## src/rtl/template_match_ctrl.sv

```systemverilog
// template_match_ctrl: sequences a squared-distance datapath over NUM_WORDS templates
// and reports the minimum-distance word.
module template_match_ctrl #(
    parameter int NUM_WORDS = 10,
    parameter int VEC_LEN   = 64,
    parameter int ADDR_W    = 6,
    parameter int TADDR_W   = 10
) (
    input  logic               iclk,
    input  logic               irstn,
    input  logic               istart,
    input  logic               iabort,
    output logic [ADDR_W-1:0]  ofeat_addr,
    input  logic [15:0]        ifeat_data,
    output logic [TADDR_W-1:0] otmpl_addr,
    input  logic [15:0]        itmpl_data,
    output logic               oed_clr_n,
    output logic [15:0]        oed_data_0,
    output logic [15:0]        oed_data_1,
    output logic               oed_valid,
    output logic [3:0]         oed_word,
    input  logic               ied_valid,
    input  logic [3:0]         ied_word,
    input  logic [63:0]        ied_data,
    output logic               obusy,
    output logic               odone,
    output logic [3:0]         obest_word,
    output logic [63:0]        obest_dist,
    output logic               oerr
);
    localparam int CNT_W = $clog2(VEC_LEN + 1);

    typedef enum logic [2:0] {IDLE, CLEAR, STREAM, WAIT, COMPARE, DONE} state_t;

    state_t             state;
    logic [3:0]         word;
    logic [3:0]         best_word;
    logic [63:0]        best_dist;
    logic [63:0]        captured;
    logic [CNT_W-1:0]   beats;
    logic               wait_ph;
    logic               better;
    logic               last_k;
    logic               last_word;
    logic [TADDR_W-1:0] base;

    assign better     = captured < best_dist;
    assign last_k     = ofeat_addr == ADDR_W'(VEC_LEN - 1);
    assign last_word  = word == 4'(NUM_WORDS - 1);
    assign base       = TADDR_W'(word) * TADDR_W'(VEC_LEN);
    // read data is only meaningful on the cycle after an issue, so gate it by the valid
    assign oed_data_0 = oed_valid ? itmpl_data : 16'd0;
    assign oed_data_1 = oed_valid ? ifeat_data : 16'd0;

    always_ff @(posedge iclk or negedge irstn) begin
        if (!irstn) begin
            state      <= IDLE;
            word       <= 4'd0;
            best_word  <= 4'd0;
            best_dist  <= '1;
            captured   <= 64'd0;
            beats      <= '0;
            wait_ph    <= 1'b0;
            ofeat_addr <= '0;
            otmpl_addr <= '0;
            oed_clr_n  <= 1'b1;
            oed_valid  <= 1'b0;
            oed_word   <= 4'd0;
            obusy      <= 1'b0;
            odone      <= 1'b0;
            obest_word <= 4'd0;
            obest_dist <= 64'd0;
            oerr       <= 1'b0;
        end else begin
            oed_valid <= state == STREAM;
            oed_clr_n <= 1'b1;
            odone     <= 1'b0;
            // the last beat of a word lands in the second WAIT cycle
            if ((state == STREAM || state == WAIT) && ied_valid) begin
                beats <= beats + 1'b1;
                if (ied_word != word) oerr <= 1'b1;
                if (beats == CNT_W'(VEC_LEN - 1)) captured <= ied_data;
            end
            if (iabort) begin
                state     <= IDLE;
                oed_valid <= 1'b0;
                obusy     <= 1'b0;
            end else begin
                case (state)
                    IDLE: if (istart) begin
                        state     <= CLEAR;
                        word      <= 4'd0;
                        oed_word  <= 4'd0;
                        best_dist <= '1;
                        best_word <= 4'd0;
                        oerr      <= 1'b0;
                        obusy     <= 1'b1;
                        oed_clr_n <= 1'b0;
                    end
                    CLEAR: begin
                        state      <= STREAM;
                        beats      <= '0;
                        ofeat_addr <= '0;
                        otmpl_addr <= base;
                    end
                    STREAM: if (last_k) begin
                        state   <= WAIT;
                        wait_ph <= 1'b0;
                    end else begin
                        ofeat_addr <= ofeat_addr + 1'b1;
                        otmpl_addr <= otmpl_addr + 1'b1;
                    end
                    WAIT: begin
                        wait_ph <= 1'b1;
                        if (wait_ph) state <= COMPARE;
                    end
                    COMPARE: begin
                        if (better) begin
                            best_dist <= captured;
                            best_word <= word;
                        end
                        if (last_word) begin
                            state      <= DONE;
                            odone      <= 1'b1;
                            obest_dist <= better ? captured : best_dist;
                            obest_word <= better ? word : best_word;
                        end else begin
                            state     <= CLEAR;
                            word      <= word + 1'b1;
                            oed_word  <= word + 1'b1;
                            oed_clr_n <= 1'b0;
                        end
                    end
                    DONE: begin
                        state <= IDLE;
                        obusy <= 1'b0;
                    end
                    default: state <= IDLE;
                endcase
            end
        end
    end
endmodule

```

## config.mk

```make
export PLATFORM = sky130hd
export DESIGN_NAME = template_match_ctrl
export DESIGN_NICKNAME = d
export VERILOG_FILES = /design/src/rtl/template_match_ctrl.sv
export SDC_FILE = /design/constraint.sdc
export NUM_CORES = 1
export LEC_CHECK = 0
export CORE_UTILIZATION = 45
export CTS_CLUSTER_DIAMETER = 100
export DETAILED_ROUTE_END_ITERATION = 12
export HOLD_SLACK_MARGIN = 0.15
export MAX_ROUTING_LAYER = met4
export PLACE_DENSITY_LB_ADDON = 0.2
export SYNTH_ARGS = -nofsm -noshare
export SYNTH_HDL_FRONTEND = slang
export SYNTH_SLANG_ARGS = --single-unit
```

## constraint.sdc

```tcl
create_clock -name iclk -period 3.7 [get_ports iclk]
set_input_delay 0.37 -clock iclk [delete_from_list [all_inputs] [get_ports iclk]]
set_output_delay 0.37 -clock iclk [all_outputs]
set_load 0.05 [all_outputs]
```

==> Word-level counts from Yosys, hierarchy flattened <==
Index checks and enable logic that the tools add are counted.
{ "totals": {"ff_bits": 236, "out_inout_bits": 125, "wordCells": 93, "input_bits": 105} }
{ "op_classes": {"n_eq_ne": 16, "bitwise_logic": 1, "muxes": 40, "n_addsub": 4, "magnitude_cmp": 1, "n_reduce_logical": 15} }
{ "op_table": {"columns": ["operator", "count"], "rows": [
  ["64-bit 2-to-1 mux", 2],
  ["64-bit one-hot mux with 2 select lines", 1],
  ["64-bit < comparator", 1],
  ["16-bit 2-to-1 mux", 2],
  ["7-bit 2-to-1 mux", 3],
  ["10-bit one-hot mux with 2 select lines", 1],
  ["4-bit one-hot mux with 2 select lines", 2],
  ["3-bit 2-to-1 mux", 5],
  ["3-bit one-hot mux with 5 select lines", 1],
  ["3-bit AND reduction", 5],
  ["1-bit 2-to-1 mux", 14],
  ["4-bit 2-to-1 mux", 3],
  ["6-bit one-hot mux with 2 select lines", 1],
  ["10-bit by 1-bit adder with 10-bit output (second input constant)", 1],
  ["10-bit 2-to-1 mux", 1],
  ["3-bit != test (second input constant)", 3],
  ["2-bit != test (second input constant)", 4],
  ["7-bit by 1-bit adder with 7-bit output (second input constant)", 1],
  ["7-bit by 6-bit equality test with 1-bit output (second input constant)", 1],
  ["6-bit by 1-bit adder with 6-bit output (second input constant)", 1],
  ["3-bit by 2-bit equality test with 1-bit output (second input constant)", 2],
  ["3-bit equality test (second input constant)", 2],
  ["6-bit equality test (second input constant)", 1],
  ["6-bit 2-to-1 mux", 1],
  ["other kinds (13)", 18]
]} }

==> Depth between registers and ports, before layout <==
Gate-level depths: netlist (run 1).
{ "depth": {"ltp_word": 7, "mapped_depth": 13} }

==> Worst setup path after synthesis (run 1) <==
Ideal clock, no wire load.
{ "synth_timing": {"kind": "reg-to-reg", "start": "register best_dist[62]", "end": "register best_dist[30]", "t_required_ps": 3611, "setup_ps": 89, "period_less_slack_ps": 2981, "slack_ps": 719, "arrival_ps": 2892, "path_stages_with_launch": 14, "cell_sequence": "dfstp_2 -> inv_1 -> ha_1 -> nand4_1 -> or4_4 -> nor4_4 -> nand3_1 -> a2111oi_2 -> nor3_1 -> buf_6 -> buf_6 -> buf_6 -> nand3_2 -> o21ai_1"} }
{ "synth_via": {"elab_chain_cells": 3} }
{ "synth_lines": {"columns": ["item", "line", "source"], "rows": [
  ["start, declared", "38", "logic [63:0] best_dist;"],
  ["start signal, assigned", "119", "best_dist <= captured;"],
  ["64-bit < comparator", "47", "assign better = captured < best_dist;"],
  ["64-bit 2-to-1 mux", null, null],
  ["64-bit one-hot mux with 2 select lines", null, null]
]} }
Every way passes these cells.
A chain may end at the register's enable or synchronous reset.

==> Worst setup path in the final report (run 1) <==
{ "layout_timing": {"start": "register best_dist[62]", "end": "register best_dist[9]"} }
The elaborated chain is that of the path after synthesis.

==> key figures, run 1 <==
Floorplan
  – # rows: 59
  – Initial Util: 46.2%
  – Die Ht: 166 um
  – Total core area: 0.0262 sq mm
  – Die Area: 0.0275 sq mm
  – Io pins: 230
  – Die Span X: 166 um

Logic synthesis
  – Post-synth cell types: 50
  – Number of flops mapped to enable cells by yosys: 0
  – Post-synthesis mux area share: 11.5%
  – Post-Synth Simple-Gate Area: 15.0%
  – Ys Warns: 0
  – Adder-Cell Fraction of Synth Area: 7.03%
  – Compound-Gate Fraction of Synth Area: 10.4%
  – Syn Nets: 1354
  – Fraction of registers with async set/reset: 100%
  – Mapped cell area: 0.0121 sq mm
  – Top_reg_cell synth: dfrtp_1
  – Seq/Total Area, Yosys: 49.5%
  – XOR/XNOR Fraction of Synth Area: 1.38%
  – Largest family of logic cells by synthesized area: simple AND/OR/NAND/NOR gates
  – Number of cells produced by synthesis: 1181
  – Avg Inst Size Synth: 10.2 sq um
  – Yosys reg bits: 236

Critical path
  – WP data required: 4.14 ns
  – Crit path DAT: 3.89 ns
  – CP Max Fanout: 41
  – Crit-path max cell delay: 0.59 ns
  – Reg2reg start: best_dist[62]$_DFFE_PN1P_
  – CP max-delay cell: or4_4
  – Reg2reg end: best_dist[9]$_DFFE_PN1P_
  – R2R cell count: 12
  – CP Launch Type: flop
  – Crit path capture type: flop
  – R2R setup slack: 0.25 ns
  – Cells along the critical path: inv_1 -> ha_1 -> nand4_1 -> or4_4 -> nor4_4 -> nand3_1 -> a2111oi_2 -> nor3_2 -> buf_4 -> and2_4 -> buf_12 -> o21ai_0
  – CP Class: flop to flop

Finish
  – Final net count: 1568
  – Fraction of final layout cells sized beyond drive strength 1: 17.2%
  – Area Overhead vs Synth: 29.1%

Timing
  – Post-layout minimum cycle time: 3.45 ns
  – Final Slew Violations: 0
  – Layout Skew: 0.0197 ns
  – RSZ-0062 raised after global routing: no
  – Worst rel slew slack: 48.6%
  – Final hold violation count: 0
  – Setup_tns: 0 ns
  – Fmax: 289 MHz
  – Setup violations, final: 0
  – Final worst-path cycle share: 93.4%
  – Worst slew pin tran: 0.772 ns

Status
  – Failing checks: DRC
  – Outcome: finished, violations left

Detailed routing
  – Post-route DRC: 13
  – DR vias/cell: 5.22
  – Detailed Routing Iterations Pass 1: 8
  – DR iter-0 viols: 498
  – Post-DRT Antenna Nets: 0
  – Vias: 9146
  – Final WL: 29000 um
  – Wirelength per Cell: 16.5 um

Job
  – Max-Cap Viols: 0

Power and ir drop
  – P_leak: 7.90 nW
  – Net Sw Frac: 24.1%
  – Clk network pwr share: 44.1%
  – Worst vdd ir: 0.255 mV
  – P_int: 4.40 mW
  – P_sw: 1.40 mW
  – Total design power: 5.80 mW
  – Power Density: 371 mW/mm^2
  – Flop pwr share: 47.0%
  – Combinational share of power: 9.0%

Clock network
  – Clock latency on the worst-skew pair: 0.54 ns
  – CTS H-tree lvls: 1
  – Root Driver: clkbuf_16
  – Clk sink count: 236
  – TritonCTS buffer count: 27
  – Clock Path Buffers: 3
  – Clock slew at reported path FFs: 0.06 ns
  – CTS tree: done

Hold path
  – Min-delay src: ied_data[56]
  – Worst min-delay path class: input port to flop
  – Hold endpoint: captured[56]$_DFFE_PN0P_
  – Hold path cells: 2

Place
  – Gp weighted congestion: 0.838
  – HPWL after DPL: 19500 um
  – Port bufs: 229

Global route
  – Global-route usage over all layers: 22.0%
  – Antenna violations before repair: 1
  – First-pass GRT wire length: 48300 um
  – Number of global-route vias before repair: 9178
  – Pin count of the biggest net entering global routing: 99
  – Grt ovf: 0
==> power by group through the flow <==
stage	combinational (mW)	clock (mW)	sequential, mW
after floorplan	0.172	0	2.83
after global placement	0.522	0	2.76
after detailed placement	0.527	0	2.77
after CTS	0.530	2.61	2.72
after global routing	0.568	2.73	2.73
final	0.521	2.56	2.72
==> registers in the layout, indices dropped and copies added (netlist names) <==
register and flops:
best_dist 64, captured 64, obest_dist 64, otmpl_addr 10, beats 7, ofeat_addr 6, best_word 4, obest_word 4
word 4, state 3, obusy 1, odone 1, oed_clr_n 1, oed_valid 1, oerr 1, wait_ph 1
==> layout make-up <==
cell class                      instances  area, sq um
Sequential cell                       236         5990
Multi-Input combinational cell        810         5510
Fill cell                            2255        10600
Clock buffer                           43          786
Clock inverter                          7         66.3
Antenna cell                            1         2.50
Timing Repair Buffer                  253         2610
Inverter                               67          251
Tap cell                              335          419
==> placed cells by master (no fill, tap or decap), types with 2 or more instances in the layout <==
master,n
clkdlybuf4s50_1,228
dfrtp_1,171
nor2_1,168
a21oi_1,101
ha_1,68
inv_1,67
mux2i_1,67
nand3_1,66
dfstp_2,65
mux2_2,64
nand2_1,44
o21ai_0,42
and2_1,33
o21ai_1,29
clkbuf_16,27
o21ai_2,20
nand3_2,20
nand4_1,16
buf_4,13
xor2_1,12
clkbuf_1,11
buf_12,10
xnor2_1,7
a21o_1,7
clkbuf_8,5
nand2b_1,4
a211oi_1,4
clkinv_2,4
a221oi_1,3
o22ai_1,3
or3_1,3
nor3_1,2
nor2_4,2
and2_4,2
nor3b_1,2
a211o_1,2
==> metrics by stage <==
| stage | hold slack, ns | setup slack (ns) | util [%] | cells | cell area, sq um |
|---|---|---|---|---|---|
| final | 0.447 | 0.245 | 59.6 | 1752 | 15600 |
| after global routing | 0.442 | 0.0663 | 59.6 | 1752 | 15600 |
| after CTS | 0.428 | 0.225 | 59.6 | 1751 | 15600 |
| after detailed placement | 0.463 | 0.251 | 56.3 | 1700 | 14800 |
| after global placement | 0.460 | 0.427 | 56.3 | 1700 | 14800 |
| after floorplan | 0.0744 | 0.719 | - | 1181 | 12100 |
==> Yosys cell counts, types with 4 or more instances <==
| cell | instances | area, sq um |
|---|---|---|
| mux2i_1 | 67 | 671 |
| nand2b_1 | 4 | 25.0 |
| o21ai_2 | 20 | 175 |
| ha_1 | 68 | 851 |
| a211oi_1 | 4 | 30.0 |
| nand3_1 | 66 | 330 |
| nand2_1 | 44 | 165 |
| inv_1 | 67 | 251 |
| mux2_2 | 64 | 721 |
| clkbuf_1 | 40 | 150 |
| buf_1 | 6 | 22.5 |
| nand3_2 | 20 | 200 |
| nand4_1 | 16 | 100 |
| and2_1 | 34 | 213 |
| dfrtp_1 | 171 | 4280 |
| dfstp_2 | 65 | 1710 |
| xor2_1 | 12 | 105 |
| buf_6 | 15 | 169 |
| xnor2_1 | 7 | 61.3 |
| a21o_1 | 7 | 52.6 |
| nor2_1 | 170 | 638 |
| o21ai_1 | 29 | 145 |
| o21ai_0 | 42 | 210 |
| a21oi_1 | 101 | 505 |
| buf_2 | 6 | 30.0 |
==> cells by family after synthesis <==
family	after synthesis
AND/OR/NAND/NOR	373
flip-flops	236
AO/OA/AOI/OAI	219
buffers and inverters	135
multiplexers	131
adder cells (fa/ha/maj)	68
XOR/XNOR	19
==> critical path: cells and delay by family, from the launching register on <==
family	cells	cell delay, ns
AO/OA/AOI/OAI	2	0.61
AND/OR/NAND/NOR	6	1.49
buffers and inverters	3	0.39
adder cells (fa/ha/maj)	1	0.30
flip-flops	1	0.55
==> worst max-delay path by stage <==
stage          slack (ns)                      start                        end
2_1_floorplan        0.72  best_dist[62]$_DFFE_PN1P_  best_dist[30]$_DFFE_PN1P_
3_3_place_gp         0.43  best_dist[59]$_DFFE_PN1P_   best_dist[9]$_DFFE_PN1P_
3_5_place_dp         0.25  best_dist[59]$_DFFE_PN1P_   best_dist[9]$_DFFE_PN1P_
4_1_cts              0.23  best_dist[59]$_DFFE_PN1P_   best_dist[9]$_DFFE_PN1P_
5_1_grt              0.07  best_dist[62]$_DFFE_PN1P_   best_dist[8]$_DFFE_PN1P_
6_report             0.25  best_dist[62]$_DFFE_PN1P_   best_dist[9]$_DFFE_PN1P_
==> metal layers <==
layer | share of wire (%) | up-vias | GRT usage (%)
met1 | 48 | 4450 | 31.1
met5 | 0 | - | -
li1 | - | 4479 | -
met3 | 4.5 | 35 | 3.48
met4 | 1.5 | 0 | 4.31
met2 | 46 | 182 | 33.6
==> timing repair <==
action                     in CTS  in global routing
setup endpoints to repair       0                  0
hold endpoints to repair       81                  0
setup buffers                   0                  0
hold buffers                    1                  0
gates resized for setup         0                  0
No activity file was read; power rests on OpenSTA's default activity.
==> run 2, diff against run 1 <==
- CTS_CLUSTER_SIZE: not set -> 24
- SETUP_SLACK_MARGIN: not set -> 0.02
==> run 2 against run 1 <==
Maximum frequency is 0.29% higher. Final area down 3.1%. Die area stayed put. Global-route usage is 0.38 points lower. The run still ends with DRC left. Total power shrank 18%. Worst hold slack better by 0.053 ns. Core utilization decreased by 1.8 points.
==> key figures, run 2 (same netlist as run 1, synthesis figures left out) <==
Timing
  – Setup violations, final: 0 (unchanged)
  – Final hold violation count: 0 (unchanged)
  – Final worst-path cycle share: 93.1% (was 93.4%)
  – Worst rel slew slack: 48.2% (was 48.6%)
  – Final worst slack: 0.255 ns (was 0.245 ns)
  – Layout Skew: 0.00839 ns (was 0.0197 ns)
  – RSZ-0062 raised after global routing: no (unchanged)
  – Setup_tns: 0 ns (unchanged)
  – Final Slew Violations: 0 (unchanged)
  – Fmax: 290 MHz (was 289 MHz)
  – Worst slew pin tran: 0.778 ns (was 0.772 ns)
  – Post-layout minimum cycle time: 3.45 ns (about the same)

Finish
  – Commonest cells after routing, fill and taps aside: clkdlybuf4s50_1, dfrtp_1, nor2_1 (unchanged)
  – Final net count: 1554 (was 1568)
  – Area Overhead vs Synth: 25.2% (was 29.1%)
  – Sequential Area: 0.00599 sq mm (unchanged)
  – Final core utilization: 57.8% (was 59.6%)
  – Commonest non-fill, non-tap cell in the layout: clkdlybuf4s50_1 (unchanged)
  – Non-filler cells, final: 1723 (was 1752)
  – Largest registers: best_dist: 64 flops, captured: 64 flops, obest_dist: 64 flops (unchanged)
  – Fraction of final layout cells sized beyond drive strength 1: 15.8% (was 17.2%)
  – Fillcell total: 2295 (was 2255)
  – Area of the multi-input gates: 0.00551 sq mm (unchanged)

Detailed routing
  – DR vias/cell: 5.24 (was 5.22)
  – DR iter-0 viols: 484 (was 498)
  – Vias: 9023 (was 9146)
  – Detailed Routing Iterations Pass 1: 9 (was 8)
  – Wirelength per Cell: 16.5 um (about the same)
  – Post-DRT Antenna Nets: 0 (unchanged)
  – Post-route DRC: 13 (unchanged)
  – Final WL: 28500 um (was 29000 um)

Clock network
  – CTS resizes: 0 (unchanged)
  – CTS tree: done (unchanged)
  – TritonCTS buffer count: 13 (was 27)
  – Clock Path Buffers: 3 (unchanged)
  – CTS Hold Buffers Added: 1 (unchanged)
  – Clock latency on the worst-skew pair: 0.47 ns (was 0.54 ns)
  – Clk sink count: 236 (unchanged)
  – Clock slew at reported path FFs: 0.10 ns (was 0.06 ns)
  – Root Driver: clkbuf_16 (unchanged)
  – CTS H-tree lvls: 1 (unchanged)
  – Post-CTS Setup Repair Bufs: 0 (unchanged)

Status
  – Outcome: finished, violations left (unchanged)
  – Failing checks: DRC (unchanged)

Place
  – Dpl ws: 0.251 ns (unchanged)
  – Port bufs: 229 (unchanged)
  – Post-placement cell count: 1700 (unchanged)
  – HPWL after DPL: 19500 um (unchanged)
  – Gp weighted congestion: 0.838 (unchanged)

Floorplan
  – Die Span X: 166 um (unchanged)
  – # rows: 59 (unchanged)
  – Die Ht: 166 um (unchanged)
  – Initial Util: 46.2% (unchanged)
  – Io pins: 230 (unchanged)
  – Die Area: 0.0275 sq mm (unchanged)
  – Total core area: 0.0262 sq mm (unchanged)

Critical path
  – R2R setup slack: 0.25 ns (about the same)
  – CP Class: flop to flop (unchanged)
  – Crit path capture type: flop (unchanged)
  – CP Launch Type: flop (unchanged)
  – CP Max Fanout: 41 (unchanged)
  – Crit path DAT: 3.83 ns (was 3.89 ns)
  – WP data required: 4.09 ns (was 4.14 ns)

Power and ir drop
  – Total design power: 4.78 mW (was 5.80 mW)
  – Worst vdd ir: 0.219 mV (was 0.255 mV)
  – Power Density: 315 mW/mm^2 (was 371 mW/mm^2)
  – P_leak: 7.67 nW (was 7.90 nW)

Global route
  – Grt ovf: 0 (unchanged)
  – Number of global-route vias before repair: 8972 (was 9178)
  – Pin count of the biggest net entering global routing: 99 (unchanged)
  – First-pass GRT wire length: 47600 um (was 48300 um)
  – Global-route usage over all layers: 21.6% (was 22.0%)
  – Antenna violations before repair: 1 (unchanged)

Job
  – Max-Cap Viols: 0 (unchanged)

Hold path
  – Worst min-delay path class: input port to flop (unchanged)
## run 2: cell types whose count changed in the layout (fill, tap and decap cells not counted), moves of 3 or more
| cell | delta |
|---|---|
| clkbuf_16 | -14 |
| clkbuf_1 | -5 |
| clkinv_2 | -4 |
| clkbuf_8 | -3 |
## run 2: where the power goes
part / internal, mW / total (mW) / switching (mW)
sequential: 2.65 / 2.72 / 0.0645
clock: 0.704 / 1.53 / 0.831
combinational: 0.222 / 0.521 / 0.299
total: 3.58 / 4.78 / 1.20
## run 2: path summary, 6_finish.rpt
| check | startpoint | cells past startpoint | endpoint |
|---|---|---|---|
| max reg2reg | best_dist[62]$_DFFE_PN1P_ | 12 | best_dist[9]$_DFFE_PN1P_ |
| min | ied_data[61] | 2 | captured[61]$_DFFE_PN0P_ |
| min in group asynchronous | irstn | 2 | captured[7]$_DFFE_PN0P_ |
| max in group asynchronous | irstn | 3 | best_dist[26]$_DFFE_PN1P_ |
| max | best_dist[62]$_DFFE_PN1P_ | 12 | best_dist[9]$_DFFE_PN1P_ |
| min reg2reg | best_dist[28]$_DFFE_PN1P_ | 2 | best_dist[28]$_DFFE_PN1P_ |
## run 2: through the flow
| step | area, sq um | hold WS [ns] |
|---|---|---|
| after detailed placement | 14800 | 0.463 |
| final | 15100 | 0.500 |
| after global routing | 15100 | 0.489 |
| after CTS | 15100 | 0.484 |
| after floorplan | 12100 | 0.0744 |
| after global placement | 14800 | 0.460 |
## run 2: layout make-up
| type | instances | share of cell area (%) |
|---|---|---|
| antenna | 1 | 0.0165 |
| clock buffer | 21 | 2.48 |
| inverter | 67 | 1.66 |
| multi-input combinational | 810 | 36.3 |
| sequential | 236 | 39.5 |
| tap | 335 | 2.77 |
| timing repair buffer | 253 | 17.2 |
## run 2: worst max-delay path, cell delays in order, from the launching register on
cell,delay (ns)
dfstp_2,0.56
inv_1,0.05
ha_1,0.31
nand4_1,0.13
or4_4,0.59
nor4_4,0.32
nand3_1,0.15
a2111oi_2,0.37
nor3_2,0.11
buf_4,0.16
and2_4,0.17
buf_12,0.18
o21ai_0,0.23
## run 2: layer usage
layer	track usage (%)	routed length, um	vias to the layer above
li1	-	-	4445
met1	31.4	14000	4378
met2	32.5	12800	174
met3	3.00	1220	26
met4	3.90	449	0
met5	-	0	-
